<file path="src/rtl/dunit_pkg.sv">
// rtl/dunit_pkg.sv - command/ack byte codes and FSM encoding shared by the debug unit
package dunit_pkg;

  localparam logic [7:0] CMD_LOAD = 8'h4C;
  localparam logic [7:0] CMD_RUN  = 8'h43;
  localparam logic [7:0] CMD_STEP = 8'h53;
  localparam logic [7:0] CMD_DUMP = 8'h52;

  localparam logic [7:0] ACK_OK   = 8'h4B;
  localparam logic [7:0] ACK_HALT = 8'h48;

  typedef enum logic [3:0] {
    ST_IDLE,
    ST_LOAD_CNT,
    ST_LOAD_BYTE,
    ST_LOAD_WR,
    ST_RUN,
    ST_STEP,
    ST_DUMP_SEL,
    ST_DUMP_LATCH,
    ST_DUMP_TX,
    ST_DUMP_WAIT,
    ST_ACK_TX,
    ST_ACK_WAIT
  } state_t;

endpackage

</file>
<file path="src/rtl/dunit_word_shifter.sv">
// rtl/dunit_word_shifter.sv - byte<->word shifter with byte counter, MSB first in both directions
module dunit_word_shifter #(
  parameter int NB_REG  = 32,
  parameter int NB_BYTE = 8
) (
  input  logic               i_clk,
  input  logic               i_reset,
  input  logic               i_clear,
  input  logic               i_byte_in_valid,
  input  logic [NB_BYTE-1:0] i_byte,
  input  logic               i_word_load,
  input  logic [NB_REG-1:0]  i_word,
  input  logic               i_byte_out_next,
  output logic [NB_REG-1:0]  o_word,
  output logic [NB_BYTE-1:0] o_byte,
  output logic               o_last
);

  localparam int N_BYTES = NB_REG / NB_BYTE;
  localparam int NB_CNT  = $clog2(N_BYTES);

  logic [NB_REG-1:0] r_word;
  logic [NB_CNT-1:0] r_cnt;

  // Both directions shift toward the MSB, so o_byte is always the next byte to send.
  always_ff @(posedge i_clk) begin
    if (i_reset || i_clear) begin
      r_word <= '0;
      r_cnt  <= '0;
    end else if (i_word_load) begin
      r_word <= i_word;
      r_cnt  <= '0;
    end else if (i_byte_in_valid) begin
      r_word <= {r_word[NB_REG-NB_BYTE-1:0], i_byte};
      r_cnt  <= r_cnt + 1'b1;
    end else if (i_byte_out_next) begin
      r_word <= {r_word[NB_REG-NB_BYTE-1:0], {NB_BYTE{1'b0}}};
      r_cnt  <= r_cnt + 1'b1;
    end
  end

  assign o_word = r_word;
  assign o_byte = r_word[NB_REG-1 -: NB_BYTE];
  assign o_last = (r_cnt == NB_CNT'(N_BYTES - 1));

endmodule

</file>
<file path="src/rtl/debug_unit.sv">
// rtl/debug_unit.sv - UART-driven host control: program load, run/step, register and memory dump
module debug_unit
  import dunit_pkg::*;
#(
  parameter int NB_REG      = 32,
  parameter int NB_WIDHT    = 9,
  parameter int NB_ADDR     = 5,
  parameter int NB_BYTE     = 8,
  parameter int N_MEM_WORDS = 32
) (
  input  logic                i_clk,
  input  logic                i_reset,
  input  logic [NB_BYTE-1:0]  i_rx_data,
  input  logic                i_rx_done,
  input  logic                i_tx_done,
  output logic [NB_BYTE-1:0]  o_tx_data,
  output logic                o_tx_start,
  input  logic                i_halt,
  input  logic [NB_REG-1:0]   i_dunit_reg,
  input  logic [NB_REG-1:0]   i_dunit_mem_data,
  output logic                o_dunit_clk_en,
  output logic                o_dunit_reset_pc,
  output logic                o_dunit_w_mem,
  output logic [NB_WIDHT-1:0] o_dunit_addr,
  output logic [NB_REG-1:0]   o_dunit_data_if
);

  localparam int N_REGS  = 2 ** NB_ADDR;
  localparam int N_WORDS = N_REGS + N_MEM_WORDS;
  localparam int NB_IDX  = $clog2(N_WORDS);
  localparam logic [NB_IDX-1:0] IDX_FIRST_MEM = NB_IDX'(N_REGS);
  localparam logic [NB_IDX-1:0] IDX_LAST      = NB_IDX'(N_WORDS - 1);

  state_t r_state;
  state_t w_next_state;

  logic [NB_BYTE-1:0] r_n;
  logic [NB_BYTE-1:0] r_k;
  logic [NB_IDX-1:0]  r_idx;
  logic [NB_BYTE-1:0] r_ack;

  logic               w_n_load;
  logic               w_k_clr;
  logic               w_k_inc;
  logic               w_idx_clr;
  logic               w_idx_inc;
  logic               w_ack_load;
  logic [NB_BYTE-1:0] w_ack_val;

  logic               w_sh_clear;
  logic               w_sh_in;
  logic               w_sh_load;
  logic               w_sh_next;
  logic [NB_REG-1:0]  w_sh_word_in;
  logic [NB_REG-1:0]  w_sh_word;
  logic [NB_BYTE-1:0] w_sh_byte;
  logic               w_sh_last;

  logic                w_is_reg_phase;
  logic [NB_IDX-1:0]   w_mem_j;
  logic [NB_WIDHT-1:0] w_dump_addr;
  logic [NB_WIDHT-1:0] w_load_addr;

  // Dump index walks registers first, then data words; byte addresses wrap to NB_WIDHT bits.
  assign w_is_reg_phase = (r_idx < IDX_FIRST_MEM);
  assign w_mem_j        = r_idx - IDX_FIRST_MEM;
  assign w_dump_addr    = w_is_reg_phase ? NB_WIDHT'(r_idx[NB_ADDR-1:0])
                                         : NB_WIDHT'({w_mem_j, 2'b00});
  assign w_load_addr    = NB_WIDHT'({r_k, 2'b00});
  assign w_sh_word_in   = w_is_reg_phase ? i_dunit_reg : i_dunit_mem_data;

  dunit_word_shifter #(
    .NB_REG  (NB_REG),
    .NB_BYTE (NB_BYTE)
  ) u_shifter (
    .i_clk           (i_clk),
    .i_reset         (i_reset),
    .i_clear         (w_sh_clear),
    .i_byte_in_valid (w_sh_in),
    .i_byte          (i_rx_data),
    .i_word_load     (w_sh_load),
    .i_word          (w_sh_word_in),
    .i_byte_out_next (w_sh_next),
    .o_word          (w_sh_word),
    .o_byte          (w_sh_byte),
    .o_last          (w_sh_last)
  );

  always_ff @(posedge i_clk) begin
    if (i_reset) begin
      r_state <= ST_IDLE;
    end else begin
      r_state <= w_next_state;
    end
  end

  always_comb begin
    w_next_state     = r_state;
    w_n_load         = 1'b0;
    w_k_clr          = 1'b0;
    w_k_inc          = 1'b0;
    w_idx_clr        = 1'b0;
    w_idx_inc        = 1'b0;
    w_ack_load       = 1'b0;
    w_ack_val        = ACK_OK;
    w_sh_clear       = 1'b0;
    w_sh_in          = 1'b0;
    w_sh_load        = 1'b0;
    w_sh_next        = 1'b0;
    o_tx_start       = 1'b0;
    o_tx_data        = '0;
    o_dunit_clk_en   = 1'b0;
    o_dunit_reset_pc = 1'b0;
    o_dunit_w_mem    = 1'b0;
    o_dunit_addr     = '0;
    o_dunit_data_if  = '0;

    case (r_state)
      ST_IDLE: begin
        if (i_rx_done) begin
          case (i_rx_data)
            CMD_LOAD: w_next_state = ST_LOAD_CNT;
            CMD_RUN:  w_next_state = ST_RUN;
            CMD_STEP: w_next_state = ST_STEP;
            CMD_DUMP: begin
              w_next_state = ST_DUMP_SEL;
              w_idx_clr    = 1'b1;
            end
            default: ;
          endcase
        end
      end

      ST_LOAD_CNT: begin
        o_dunit_reset_pc = 1'b1;
        if (i_rx_done) begin
          w_n_load   = 1'b1;
          w_k_clr    = 1'b1;
          w_sh_clear = 1'b1;
          if (i_rx_data == '0) begin
            w_ack_load   = 1'b1;
            w_ack_val    = ACK_OK;
            w_next_state = ST_ACK_TX;
          end else begin
            w_next_state = ST_LOAD_BYTE;
          end
        end
      end

      ST_LOAD_BYTE: begin
        o_dunit_reset_pc = 1'b1;
        if (i_rx_done) begin
          w_sh_in = 1'b1;
          if (w_sh_last) begin
            w_next_state = ST_LOAD_WR;
          end
        end
      end

      ST_LOAD_WR: begin
        o_dunit_reset_pc = 1'b1;
        o_dunit_w_mem    = 1'b1;
        o_dunit_addr     = w_load_addr;
        o_dunit_data_if  = w_sh_word;
        w_k_inc          = 1'b1;
        if ((r_k + 1'b1) == r_n) begin
          w_ack_load   = 1'b1;
          w_ack_val    = ACK_OK;
          w_next_state = ST_ACK_TX;
        end else begin
          w_next_state = ST_LOAD_BYTE;
        end
      end

      // Enable is gated by i_halt combinationally so it drops in the halt cycle itself.
      ST_RUN: begin
        o_dunit_clk_en = !i_halt;
        if (i_halt) begin
          w_ack_load   = 1'b1;
          w_ack_val    = ACK_HALT;
          w_next_state = ST_ACK_TX;
        end
      end

      ST_STEP: begin
        o_dunit_clk_en = !i_halt;
        w_ack_load     = 1'b1;
        w_ack_val      = ACK_OK;
        w_next_state   = ST_ACK_TX;
      end

      ST_DUMP_SEL: begin
        o_dunit_addr = w_dump_addr;
        w_next_state = ST_DUMP_LATCH;
      end

      ST_DUMP_LATCH: begin
        o_dunit_addr = w_dump_addr;
        w_sh_load    = 1'b1;
        w_next_state = ST_DUMP_TX;
      end

      ST_DUMP_TX: begin
        o_tx_start   = 1'b1;
        o_tx_data    = w_sh_byte;
        w_next_state = ST_DUMP_WAIT;
      end

      ST_DUMP_WAIT: begin
        o_tx_data = w_sh_byte;
        if (i_tx_done) begin
          if (!w_sh_last) begin
            w_sh_next    = 1'b1;
            w_next_state = ST_DUMP_TX;
          end else if (r_idx == IDX_LAST) begin
            w_next_state = ST_IDLE;
          end else begin
            w_idx_inc    = 1'b1;
            w_next_state = ST_DUMP_SEL;
          end
        end
      end

      ST_ACK_TX: begin
        o_tx_start   = 1'b1;
        o_tx_data    = r_ack;
        w_next_state = ST_ACK_WAIT;
      end

      ST_ACK_WAIT: begin
        o_tx_data = r_ack;
        if (i_tx_done) begin
          w_next_state = ST_IDLE;
        end
      end

      default: w_next_state = ST_IDLE;
    endcase
  end

  always_ff @(posedge i_clk) begin
    if (i_reset) begin
      r_n   <= '0;
      r_k   <= '0;
      r_idx <= '0;
      r_ack <= '0;
    end else begin
      if (w_n_load) begin
        r_n <= i_rx_data;
      end
      if (w_k_clr) begin
        r_k <= '0;
      end else if (w_k_inc) begin
        r_k <= r_k + 1'b1;
      end
      if (w_idx_clr) begin
        r_idx <= '0;
      end else if (w_idx_inc) begin
        r_idx <= r_idx + 1'b1;
      end
      if (w_ack_load) begin
        r_ack <= w_ack_val;
      end
    end
  end

endmodule
</file>
<file path="config.mk">
export PLATFORM = sky130hd
export DESIGN_NAME = debug_unit
export DESIGN_NICKNAME = d
export VERILOG_FILES = /design/src/rtl/dunit_pkg.sv /design/src/rtl/dunit_word_shifter.sv /design/src/rtl/debug_unit.sv
export SDC_FILE = /design/constraint.sdc
export NUM_CORES = 1
export LEC_CHECK = 0
export BUFFER_PORTS_ARGS = -buffer_cell sky130_fd_sc_hd__buf_4
export CAP_MARGIN = 10
export CORE_MARGIN = 5
export CORE_UTILIZATION = 51
export DETAILED_ROUTE_END_ITERATION = 16
export PLACE_DENSITY = 0.78
export SYNTH_ARGS = -nofsm -noshare
export SYNTH_HDL_FRONTEND = slang
export SYNTH_SLANG_ARGS = --single-unit
export TNS_END_PERCENT = 10
</file>
<file path="constraint.sdc">
create_clock -name i_clk -period 2.55 [get_ports i_clk]
set_input_delay 0.255 -clock i_clk [delete_from_list [all_inputs] [get_ports i_clk]]
set_output_delay 0.255 -clock i_clk [all_outputs]
set_load 0.1 [all_outputs]
</file>
[Yosys cells after proc, flatten, opt, wreduce, memory -nomap -nowiden]
Index checks and enable logic that the tools add are counted.
Storage, ports and cells
  register bits: 68
  bits of input ports: 77
  output and inout bits: 53
  logic and storage cells: 102
Operators by class
  $add $sub $neg: 4
  $lt $le $gt $ge: 1
  equal/unequal tests: 26
  mux-type cells: 48
  reductions and logical operators: 16
Operators by type and width (count)
  2-to-1 mux 32 bit: 5
  case mux 4 bit (12 select lines): 1
  2-to-1 mux 4 bit: 10
  equality test 8 x 7 -> 1 bit, second input constant: 4
  2-to-1 mux 1 bit: 22
  case mux 9 bit (2 select lines): 1
  equality test 4 x 3 -> 1 bit, second input constant: 4
  equality test 4 bit, second input constant: 4
  case mux 4 bit (4 select lines): 1
  case mux 8 bit (2 select lines): 1
  OR reduction 2 bit: 8
  inequality test 2 bit, second input constant: 7
  adder 8 x 1 -> 8 bit, second input constant: 1
  equality test 4 x 2 -> 1 bit, second input constant: 2
  equality test 8 bit: 1
  logical NOT 8 bit: 1
  2-to-1 mux 2 bit: 4
  2-to-1 mux 8 bit: 1
  AND reduction 8 bit: 1
  adder 6 x 1 -> 6 bit, second input constant: 1
  equality test 6 bit, second input constant: 1
  less-than comparator 6 bit, second input constant: 1
  subtractor 6 bit, second input constant: 1
  inequality test 5 x 1 -> 1 bit, second input constant: 1
  11 further kinds: 11

[Depth between registers and ports, before layout]
Gate-level depths: netlist (run 1).
  depth in word-level cells: 7
  depth in mapped cells: 9
  mapped depth without buffers: 8

[Modules after synthesis]
A second synthesis (run 1) with hierarchy kept.
Second synthesis, totals
  cell total of the unflattened synthesis: 524
  area, all modules: 4481.8 µm²
Modules (own cells, without submodules)
  debug_unit: times used 1, cells each 333, area an instance 2606.2 µm²
  dunit_word_shifter: times used 1, cells each 191, area an instance 1875.5 µm²

[Worst setup path before layout (run 1)]
No wires, ideal clock.
  path kind: register to output
  start: reg r_idx[5]
  end: out o_dunit_addr[4]
  data arrival time: 3.369 ns
  data required time: 2.295 ns
  path slack: -1.074 ns
  stages on the path, launching flop included: 6
  buffers on the path: 3
  path through: dfxtp_1 > clkbuf_1 > clkbuf_1 > buf_2 > mux2i_1 > o21ai_0
Between the ends
  cells in the longest elaborated chain, start to end: 3
RTL lines
  from (decl): line debug_unit.sv:39  | logic [NB_IDX-1:0] r_idx;
  from (signal assigned): line debug_unit.sv:259  | r_idx <= r_idx + 1'b1;
  less-than comparator 6 bit: line debug_unit.sv:65  | assign w_is_reg_phase = (r_idx < IDX_FIRST_MEM);
  2-to-1 mux 8 bit: line debug_unit.sv:67  | assign w_dump_addr = w_is_reg_phase ? NB_WIDHT'(r_idx[NB_ADDR-1:0])
  case mux 9 bit (2 select lines): line debug_unit.sv:118  | case (r_state)
  to (decl): line debug_unit.sv:24  | output logic [NB_WIDHT-1:0] o_dunit_addr,
No other way between the ends.

[Final worst setup path (run 1)]
  start: reg r_state[1]
  end: out o_dunit_addr[6]
Between the ends
  cells in the longest elaborated chain, start to end: 3
  elaborated cells on any way between the ends: 5
RTL lines
  from (decl): line debug_unit.sv:34  | state_t r_state;
  from (signal assigned): line debug_unit.sv:93  | r_state <= w_next_state;
  equality test 4 x 3 -> 1 bit: line debug_unit.sv:118
  OR reduction 2 bit (no source line)
  case mux 9 bit (2 select lines) (*): line debug_unit.sv:118
Mark *: on every way between the ends. The rest lies on a longest branch, timed or not.

==> flow_summary_export.csv, run 1 <==
group,metric,value,unit
synthesis,netlist_instances,475,
die,io_pins,130,
critical_path,cp.buffers_inverters,3,
place,port-buffer-count,129,
synthesis,yosysSeqAreaShare,31.11,%
synthesis,synth_area,3990,um2
layout,drive_above_1_share,31.36,%
critical_path,cp_cell_sequence,"buf_4, inv_2, nor2_1, a32o_1, buf_4",
grt,grt_pass1_wl,19.71,mm
clock_network,clockBufferDepth,2,
pwr,p_leak,2.268,nW
grt,antenna_found_initial,0,
pwr,ir_worst_vdd,0.2982,mV
clock_network,cts_tree,"built",
die,die-area,9692,um2
critical_path,critPathKind,"reg -> out",
critical_path,crit_arrival,2130,ps
timing,fin_skew,8.614,ps
place,hpwlAfterDp,9.190,mm
clock_network,clkTransAtPathRegs,70,ps
grt,track_usage,25.01,%
timing,setup_viol,0,
timing,min_period,2382,ps
die,die_h,98.45,um
critical_path,cp-start-kind,"register",
grt,overflow,0,
synthesis,avgSynthCellArea,8.400,um2
layout,fin_area,5200,um2
routing,firstDrtPassIters,6,
timing,max_freq,419.8,MHz
clock_network,insertion_delay,340,ps
clock_network,clock-root-buffer,"clkbuf_8",
place,place_inst,676,
grt,first_global_vias,3960,
timing,hold_viol,0,
routing,viasPerCell,5.822,
synthesis,synth_seq_cells,62,
outcome,run_status,"finished, final reports clean",
critical_path,cp_top_family,"flip-flops",
clock_network,cts_max_level,3,
critical_path,crit_top_cell,"buf_4",
critical_path,slowest_stage,"dfxtp_1",
pwr,cellPowerDensity,361.2,nW/um2
routing,drtIter0Drc,332,
critical_path,crit_path_end_kind,"output pin",
layout,fillCellCount,657,
layout,final_nets,665,
layout,mostFrequentLayoutCell,"buf_4",
timing,min_period_over_period,93.43,%
min_path,hold_path_class,"in -> reg",
clock_network,cts-buffers-inserted,9,
routing,antenna_left,0,
synthesis,yosys.cell_types.count,59,
layout,diodes,0,
synthesis,postSynth.asyncResetShare,0,%
timing,worst_slew_pin_slew,668.8,ps
die,core,7687,um2
critical_path,required,2300,ps
run,cap_violations,0,
timing,rsz0062_at_grt,"false",
routing,num_vias,4029,
die,die_x,98.45,um
timing,slew_viol_final,0,
synthesis,synth_edf_count,0,
routing,routedWlPerCell,17.73,um
routing,drc,0,
critical_path,path_max_fanout,16,
synthesis,yosys_warnings,0,
synthesis,syn_nets,555,
clock_network,clock_sinks,62,
timing,max-slew-margin-rel,55.25,%
layout,final_cells,692,
layout,syn2layout_area_growth,30.32,%
routing,routed_wl,12.27,mm
place,placed_area,5031,um2
layout,final_cell_mix,"137 x buf_4, 59 x dfxtp_1, 48 x a211oi_1",
place,gp_congestion,0.9089,
grt,grt_max_degree,50,
critical_path,max_stage_delay,700,ps
die,rows,32,
die,start_util,51.90,%
synthesis,synth_flop_cell,"dfxtp_1",
==> what timing repair did <==
| item | 4_1_cts | 5_1_grt |
|---|---|---|
| setup buffers | 0 | 0 |
| endpoints found under the setup margin | 0 | 38 |
| gates resized for setup | 0 | 2 |
| hold buffers | 0 | 0 |
==> sequential cells by signal (all words and copies together) (netlist names) <==
register and count:
r_n 8, u_shifter.r_cnt 2, r_state 4, r_k 8, u_shifter.o_word 32, r_ack 2, r_idx 6
==> power breakdown <==
part | switching (mW) | internal, mW
sequential | 0.00125 | 0.968
combinational | 0.0680 | 0.101
clock | 0.391 | 0.348
==> metrics by stage <==
| stage | setup WS, ps | hold slack (ps) | TNS, ps | util [%] | total power, mW |
|---|---|---|---|---|---|
| 2_1_floorplan | -373.4 | 321.2 | -4017 | - | 1.043 |
| 3_3_place_gp | 481.2 | 498.4 | 0 | 65.45 | 1.156 |
| 3_5_place_dp | 406.7 | 495.2 | 0 | 65.45 | 1.159 |
| 4_1_cts | 98.78 | 142.3 | 0 | 67.61 | 1.886 |
| 5_1_grt | 63.47 | 147.6 | 0 | 67.64 | 1.941 |
| 6_report | 167.6 | 151.4 | 0 | 67.64 | 1.878 |
==> worst paths after layout <==
check	from	to	slack, ps	depth (start not counted)
setup / recovery	r_state[1]	o_dunit_addr[6]	170	5
hold / removal	i_halt	r_ack[1]	150	2
setup reg to reg	r_k[0]	r_state[3]	350	6
hold reg to reg	r_n[5]	r_n[5]	530	2
==> cell families after synthesis <==
family	share of synthesized area, %
and+or+nand+nor	26.18
AOI/OAI and AO/OA	20.10
DFF	31.11
buffers and inverters	5.299
muxes	11.54
xor gates and xnor gates	4.829
adders and majority gates	0.9408
==> area by class of cell <==
type	instances	area (um2)	share of cell area, %
Multi-Input combinational cell	367	2586	49.74
Sequential cell	62	1245	23.94
Timing Repair Buffer	138	1049	20.16
Clock buffer	10	127.6	2.454
Tap cell	102	127.6	2.454
Clock inverter	6	38.79	0.7459
Inverter	7	26.28	0.5053
==> cell usage after synthesis, types with 4 or more instances <==
cell	n	area, um2
a211oi_1	48	360.4
a21oi_1	12	60.06
a222oi_1	8	80.08
and2_1	37	231.5
buf_2	7	35.03
clkbuf_1	27	101.4
dfxtp_1	62	1241
inv_1	5	18.77
mux2_2	8	90.09
mux2i_1	37	370.4
nand2_1	23	86.33
nand2b_1	8	50.05
nand3_1	14	70.07
nor2_1	43	161.4
nor2b_1	28	175.2
nor3_1	8	40.04
nor3b_1	4	30.03
nor4_1	4	25.02
o21ai_0	9	45.04
xnor2_1	15	131.4
xor2_1	7	61.31
==> metal layers <==
| layer | global-route usage, % | vias up | part of all wire (%) |
|---|---|---|---|
| met5 | 0 | - | 0 |
| met4 | 10.08 | 0 | 2.6 |
| met3 | 5.237 | 30 | 6.9 |
| met2 | 41.71 | 173 | 49 |
| met1 | 31.55 | 1878 | 42 |
| li1 | - | 1948 | - |
(Power assumes the default switching activity.)
==> run 2, diff against run 1 <==
BUFFER_PORTS_ARGS = -buffer_cell sky130_fd_sc_hd__buf_2   (was -buffer_cell sky130_fd_sc_hd__buf_4)
==> run 2 against run 1 <==
Combinational power fell by 18%. Highest routed layer is now met5. Maximum frequency up 1.5%. Largest cell class unchanged. Via count up 3.4%.
==> flow_summary_export.csv, run 2 (synthesis results as in run 1) <==
group,metric,value,unit
outcome,run_status,"finished, final reports clean",
timing,slew_viol_final,0,
critical_path,required,2300,ps
timing,max_freq,425.9,MHz
critical_path,cp-start-kind,"register",
timing,worst_slew_pin_slew,735.5,ps
routing,drc,0,
layout,largest_reg_flops,32,
routing,routedWlPerCell,18.83,um
routing,routed_wl,13.01,mm
clock_network,cts-buffers-inserted,9,
grt,first_global_vias,4155,
layout,syn2layout_area_growth,38.13,%
timing,hold_viol,0,
clock_network,cts_tree,"built",
critical_path,critPathKind,"reg -> out",
clock_network,clock-root-buffer,"clkbuf_8",
pwr,cellPowerDensity,371.0,nW/um2
clock_network,cts_max_level,3,
die,rows,32,
run,cap_violations,0,
timing,max-slew-margin-rel,50.79,%
timing,min_period,2348,ps
clock_network,clockBufferDepth,2,
pwr,ir_worst_vdd,0.2562,mV
die,io_pins,130,
place,place_inst,675,
die,core,7687,um2
timing,hold_ws,187.1,ps
layout,final_nets,664,
grt,overflow,0,
grt,grt_pass1_wl,20.96,mm
die,die_x,98.45,um
pwr,finalPower,2.045,mW
timing,setup_viol,0,
clock_network,clock_sinks,62,
routing,firstDrtPassIters,6,
grt,grt_max_degree,56,
die,start_util,51.90,%
clock_network,clkTransAtPathRegs,70,ps
min_path,hold_path_class,"in -> reg",
layout,diodes,0,
layout,final_cells,691,
critical_path,crit_path_end_kind,"output pin",
clock_network,insertion_delay,340,ps
die,die-area,9692,um2
layout,fillCellCount,579,
routing,viasPerCell,6.030,
layout,final_cell_mix,"90 x buf_2, 59 x dfxtp_1, 48 x a211oi_1",
critical_path,crit_arrival,2090,ps
pwr,p_leak,2.340,nW
place,port-buffer-count,129,
timing,tns,0,ps
place,gp_congestion,0.9345,
routing,antenna_left,0,
routing,drtIter0Drc,317,
grt,antenna_found_initial,1,
grt,track_usage,26.72,%
layout,mostFrequentLayoutCell,"buf_2",
die,die_h,98.45,um
routing,num_vias,4167,
layout,drive_above_1_share,31.41,%
place,hpwlAfterDp,9.472,mm
timing,rsz0062_at_grt,"false",
critical_path,path_max_fanout,43,
timing,fin_skew,10.61,ps
timing,min_period_over_period,92.08,%
[run 2: per-stage QoR]
| step | utilization (%) | setup slack, ps | instance area (um2) |
|---|---|---|---|
| 2_1_floorplan | - | -373.4 | 4016 |
| 3_3_place_gp | 68.77 | 442.6 | 5286 |
| 3_5_place_dp | 68.77 | 350.9 | 5286 |
| 4_1_cts | 71.63 | 97.15 | 5507 |
| 5_1_grt | 71.70 | 36.68 | 5512 |
| 6_report | 71.70 | 202.0 | 5512 |
[run 2: metal layers]
| layer | track usage (%) | part of all wire, % | vias up | routed length, um |
|---|---|---|---|---|
| met5 | 0 | 0.14 | - | 18 |
| li1 | - | - | 1954 | - |
| met1 | 32.66 | 39 | 1949 | 5082 |
| met2 | 45.55 | 50 | 216 | 6446 |
| met3 | 5.591 | 7.9 | 46 | 1029 |
| met4 | 11.24 | 3.3 | 2 | 435 |
[run 2: worst paths after layout]
path	from	end	slack (ps)	cells after the start
max	r_state[3]	o_dunit_data_if[10]	200	6
min	i_halt	r_ack[1]	190	2
max reg2reg	r_k[0]	r_state[3]	350	6
min reg2reg	r_n[3]	r_n[3]	530	2
[run 2: final cells by class]
class                      count  area, um2  share of cell area, %
sequential                    62       1245                  22.59
tap                          102      127.6                  2.316
multi-input combinational    367       2586                  46.92
clock inverter                 3      40.04                 0.7264
timing repair buffer         137       1308                  23.72
clock buffer                  13      178.9                  3.246
inverter                       7      26.28                 0.4767
[run 2: what timing repair did]
item	4_1_cts	5_1_grt
endpoints found under the setup margin	5	6
pin swaps	0	0
resized for setup	1	2
setup buffers	0	0
hold buffers	0	0
[run 2: where the power goes]
part | switching (mW) | total [mW] | internal [mW]
logic | 0.0687 | 0.138 | 0.0688
clock network | 0.383 | 0.938 | 0.555
registers | 0.00119 | 0.970 | 0.968
[run 2: critical path: stages, from the launching register on]
cell	delay, ps
dfxtp_1	480
nor2_2	250
nand3_2	170
inv_2	110
buf_6	290
and2_1	260
buf_12	190
